===== config.mk =====
export PLATFORM = sky130hd
export DESIGN_NAME = lsu_mem_initiator
export DESIGN_NICKNAME = d
export VERILOG_FILES = /design/src/rtl/lsu_mem_initiator.sv
export SDC_FILE = /design/constraint.sdc
export NUM_CORES = 1
export LEC_CHECK = 0
export CELL_PAD_IN_SITES_DETAIL_PLACEMENT = 1
export CELL_PAD_IN_SITES_GLOBAL_PLACEMENT = 1
export CORE_MARGIN = 3
export CORE_UTILIZATION = 49
export DETAILED_ROUTE_END_ITERATION = 8
export DONT_BUFFER_PORTS = 1
export GPL_TIMING_DRIVEN = 0
export HOLD_SLACK_MARGIN = 0.05
export PLACE_DENSITY_LB_ADDON = 0.1
export SYNTH_ARGS = -nofsm -noshare
export SYNTH_HDL_FRONTEND = slang
export SYNTH_SLANG_ARGS = --single-unit

===== constraint.sdc =====
create_clock -name clk -period 6.02 [get_ports clk]
set_input_delay 0.301 -clock clk [delete_from_list [all_inputs] [get_ports clk]]
set_output_delay 0.301 -clock clk [all_outputs]
set_load 0.1 [all_outputs]

===== src/rtl/lsu_mem_initiator.sv =====
// lsu_mem_initiator: load/store initiator that splits unaligned accesses into word beats on a word-organised RAM port.
module lsu_mem_initiator #(
  parameter int MEM_LATENCY = 1,
  parameter int ADDR_W      = 32,
  parameter int DATA_W      = 32
) (
  input  logic              clk,
  input  logic              reset,
  input  logic              req_valid_i,
  output logic              req_ready_o,
  input  logic              req_we_i,
  input  logic [1:0]        req_size_i,
  input  logic              req_unsigned_i,
  input  logic [ADDR_W-1:0] req_addr_i,
  input  logic [DATA_W-1:0] req_wdata_i,
  output logic              resp_valid_o,
  output logic [DATA_W-1:0] resp_rdata_o,
  output logic              mem_en_o,
  output logic [ADDR_W-1:0] mem_addr_o,
  output logic [DATA_W-1:0] mem_wdata_o,
  output logic [3:0]        mem_wr_mask_o,
  input  logic [DATA_W-1:0] mem_rdata_i
);
  typedef enum logic [1:0] {IDLE, BEAT0, BEAT1, RESP} state_t;
  state_t            state_q, state_d;
  logic [2:0]        cnt_q, cnt_d;
  logic              we_q, we_d, uns_q, uns_d;
  logic [1:0]        size_q, size_d, off_q, off_d;
  logic [ADDR_W-1:0] addr_q, addr_d;
  logic [7:0]        m8_q, m8_d;
  logic [63:0]       w64_q, w64_d;
  logic [31:0]       rd0_q, rd0_d, rdata_q, rdata_d;
  logic [3:0]        bmask;
  logic [7:0]        m8;
  logic              split, last, beat, b1;
  logic [63:0]       r64;
  logic [31:0]       sh, ext;
  always_comb begin
    bmask = req_size_i == 2'd0 ? 4'b0001 : req_size_i == 2'd1 ? 4'b0011 : 4'b1111;
    m8    = {4'b0000, bmask} << req_addr_i[1:0];
    split = |m8_q[7:4];
    last  = we_q || cnt_q == 3'(MEM_LATENCY);
    r64   = state_q == BEAT1 ? {mem_rdata_i, rd0_q} : {32'b0, mem_rdata_i};
    sh    = 32'(r64 >> {off_q, 3'b000});
    ext   = size_q == 2'd0 ? {{24{~uns_q & sh[7]}}, sh[7:0]} :
            size_q == 2'd1 ? {{16{~uns_q & sh[15]}}, sh[15:0]} : sh;
    state_d = state_q;
    cnt_d   = cnt_q;
    we_d    = we_q;
    uns_d   = uns_q;
    size_d  = size_q;
    off_d   = off_q;
    addr_d  = addr_q;
    m8_d    = m8_q;
    w64_d   = w64_q;
    rd0_d   = rd0_q;
    rdata_d = rdata_q;
    case (state_q)
      IDLE: if (req_valid_i) begin
        state_d = BEAT0;
        cnt_d   = 3'd0;
        we_d    = req_we_i;
        uns_d   = req_unsigned_i;
        size_d  = req_size_i;
        off_d   = req_addr_i[1:0];
        addr_d  = {req_addr_i[ADDR_W-1:2], 2'b00};
        m8_d    = m8;
        w64_d   = req_we_i ? {32'b0, req_wdata_i} << {req_addr_i[1:0], 3'b000} : 64'b0;
      end
      BEAT0: begin
        cnt_d = last ? 3'd0 : cnt_q + 3'd1;
        if (last) begin
          state_d = split ? BEAT1 : RESP;
          rd0_d   = mem_rdata_i;
          rdata_d = split ? rdata_q : (we_q ? 32'b0 : ext);
        end
      end
      BEAT1: begin
        cnt_d = last ? 3'd0 : cnt_q + 3'd1;
        if (last) begin
          state_d = RESP;
          rdata_d = we_q ? 32'b0 : ext;
        end
      end
      default: state_d = IDLE;
    endcase
  end
  always_ff @(posedge clk or posedge reset) begin
    if (reset) begin
      state_q <= IDLE;
      cnt_q   <= '0;
      we_q    <= 1'b0;
      uns_q   <= 1'b0;
      size_q  <= '0;
      off_q   <= '0;
      addr_q  <= '0;
      m8_q    <= '0;
      w64_q   <= '0;
      rd0_q   <= '0;
      rdata_q <= '0;
    end else begin
      state_q <= state_d;
      cnt_q   <= cnt_d;
      we_q    <= we_d;
      uns_q   <= uns_d;
      size_q  <= size_d;
      off_q   <= off_d;
      addr_q  <= addr_d;
      m8_q    <= m8_d;
      w64_q   <= w64_d;
      rd0_q   <= rd0_d;
      rdata_q <= rdata_d;
    end
  end
  // RAM-side signals decode straight from state so reset silences them at once
  always_comb begin
    beat          = state_q == BEAT0 || state_q == BEAT1;
    b1            = state_q == BEAT1;
    req_ready_o   = state_q == IDLE;
    resp_valid_o  = state_q == RESP;
    resp_rdata_o  = rdata_q;
    mem_en_o      = beat;
    mem_addr_o    = beat ? (b1 ? addr_q + ADDR_W'(4) : addr_q) : '0;
    mem_wdata_o   = beat ? (b1 ? w64_q[63:32] : w64_q[31:0]) : '0;
    mem_wr_mask_o = beat && we_q ? (b1 ? m8_q[7:4] : m8_q[3:0]) : 4'b0000;
  end
endmodule


==> out/metrics.yaml <==
cts_buffers: 17
synth_top_family_by_area: "multiplexers"
path_depth: 5
synth_seq_cells: 168
area_growth_pct: 20.31
drive_gt1_share_pct: 21.49
drc: 0
start_kind: "flop"
slew_violations: 0
hold_path.class: "in -> reg"
synthMuxAreaShare_pct: 21.56
synth_fa_ha_area_share_pct: 1.172
reg2reg_depth: 5
antenna_cells: 0
period_minus_slack_ns: 4.190
gp_congestion: 0.8934
top_layer: "met4"
synth-xor-area-share_pct: 2.189
synthCells: 957
cpPeakStageDelay_ns: 1.05
synth-compound-area-share_pct: 12.88
fin_nets: 1174
dr.pass1.iters: 4
port_buffers: 0
fp.dieH_um: 146
cts_resized: 0
clk-insertion-delay-late_ns: 0.44
path_cells: "inv_1, ha_1, inv_2, clkbuf_1, nor2_2"
maxSlewHeadroom_pct: 5.630
gr-total-overflow: 0
fin_tns_setup_ns: 0
wl_met2_mm: 16.36
yosys_warnings: 0
drt.antenna.violating_nets: 0
avgViaCountPerCell: 5.990
synth_top_area_share_pct: 43.77
synth_ff_type: "dfrtp_1"
routed-via-count: 7996
cts_root_buf: "clkbuf_16"
post_cts_buffers: 0
hold_path_end: "w64_q[23]$_DFFE_PP0P_"
cts_tree: "done"
grt_pass1_vias: 8666
grt_first_pass_wirelength_mm: 50.65
drt-met1-wl_mm: 13.10
hold_start: "req_wdata_i[15]"
fin_crit_sh_pct: 69.60
rrSetupSlack_ns: 2.69
drt_iter0_markers: 512
timing.rr.end: "w64_q[7]$_DFFE_PP0P_"
start_util_pct: 50.67
worst-path-max-fanout: 10
ys_types: 59
htree_levels: 4
async_flop_share_pct: 100.0
antenna_found_initial: 0
io_pins: 206
hpwl_mm: 22.58
drv_cap: 0
synth_edf_count: 0
dpl_cell_area_um2: 10150
yosys.area_share.simple_pct: 14.71
die_w_um: 146
setup_viol: 0
cp_data_arrival_time_ns: 3.89
status: "finished clean"
fmax_mhz: 238.7
track_usage_pct: 30.21
core_area_um2: 18960
cts.path.max_buffers: 2
post-route-util_pct: 60.96
finalClockSkew_ns: 0.01059
wl_met3_mm: 2.451
synth_top_area_cell: "dfrtp_1"
crit_buf_inv: 3
rsz0062_at_grt: "no"
reg2reg_from: "state_q[1]$_DFFE_PP0P_"
critPathRequiredTime_ns: 5.72
wl_per_cell_um: 24.29
wl_mm: 32.43
endpoint_kind: "output pin"
critPathTopFamily: "adder cells"
syn-cell-area_um2: 9604
rows: 50
yosysSeqAreaShare_pct: 43.77
grt_start_max_net_pins: 103
worst_path_max_delay_cell: "ha_1"
hold_viol: 0
clk_pin_slew_ns: 0.07
hold_buffers: 83
cts_sinks: 168
crit_type: "reg -> out"
avgSynthCellArea_um2: 10.04
worst-slew-pin-transition_ns: 1.388
yosys-top-cells-area: "dfrtp_1, mux2i_1, mux2_2"
post-route-cell-area_um2: 11550
hold_depth: 2
die-area_um2: 21320
==> metal layers <==
metal	vias up	global-route usage, %
met3	49	9.499
li1	3614	-
met1	4066	37.23
met4	0	7.479
met5	-	0
met2	267	51.87
==> synth_stat cells, drive strengths merged, types with 7 or more instances <==
cell,n
xor2,18
dfrtp,168
inv,8
nand4,14
clkbuf,40
nand2,133
o31ai,13
mux2,84
nor2,72
nand2b,7
a22o,15
or2,10
mux2i,112
buf,30
and2,13
ha,9
a32o,8
a21oi,21
o21ai,77
a221o,7
o211ai,7
a22oi,9
o2111ai,7
and3,8
nand3,19
==> metrics by stage <==
stage | setup slack, ns | hold WS, ns | cells
floorplan | 1.172 | 0.4337 | 958
global placement | -0.8921 | 0.4346 | 1218
detailed placement | 2.356 | 0.2357 | 1220
CTS | 1.880 | 0.05095 | 1335
global route | 1.695 | 0.06291 | 1335
finish | 1.830 | 0.05628 | 1335
==> cell usage in the layout (no fill, tap or decap), drive strengths merged, types with 18 or more instances in the layout <==
master / instances
mux2: 84
buf: 32
nand2: 133
dfrtp: 168
dlygate4sd3: 83
clkbuf: 59
xor2: 18
nor2: 72
nand3: 19
o21ai: 77
a21oi: 21
mux2i: 112
==> registers in the layout (all words and copies together), names as in the netlist <==
name and count:
addr_q 30, cnt_q 3, m8_q 7, off_q 2, rd0_q 32, resp_rdata_o 32
size_q 2, state_q 2, uns_q 1, w64_q 56, we_q 1
==> worst max-delay path by stage <==
| stage | start | to | slack, ns |
|---|---|---|---|
| floorplan | reset | addr_q[10]$_DFFE_PP0P_ | 1.17 |
| global placement | reset | addr_q[20]$_DFFE_PP0P_ | -0.89 |
| detailed placement | state_q[0]$_DFFE_PP0P_ | mem_wdata_o[4] | 2.36 |
| CTS | state_q[0]$_DFFE_PP0P_ | mem_wdata_o[4] | 1.88 |
| global route | state_q[1]$_DFFE_PP0P_ | mem_wdata_o[4] | 1.70 |
| finish | state_q[1]$_DFFE_PP0P_ | mem_wdata_o[4] | 1.83 |
==> cells by family after synthesis <==
group	Yosys count
xor+xnor	24
flops	168
fa+ha+maj	9
simple gates	303
compound gates	178
buf+inv	78
mux	196
other cells	1
==> area by class of cell <==
cell class	instances	area, um2
plain buffers	70	322.8
clock buffers	19	432.9
clock inverters	13	143.9
fillers	2106	7401
inverters	8	37.54
multi-input cells	712	5202
flip-flops and latches	168	4204
well taps	260	325.3
repair buffers	85	885.9
Power is not shown: default switching activity piles up to over one toggle a cycle in this logic, so the estimate is an artifact.
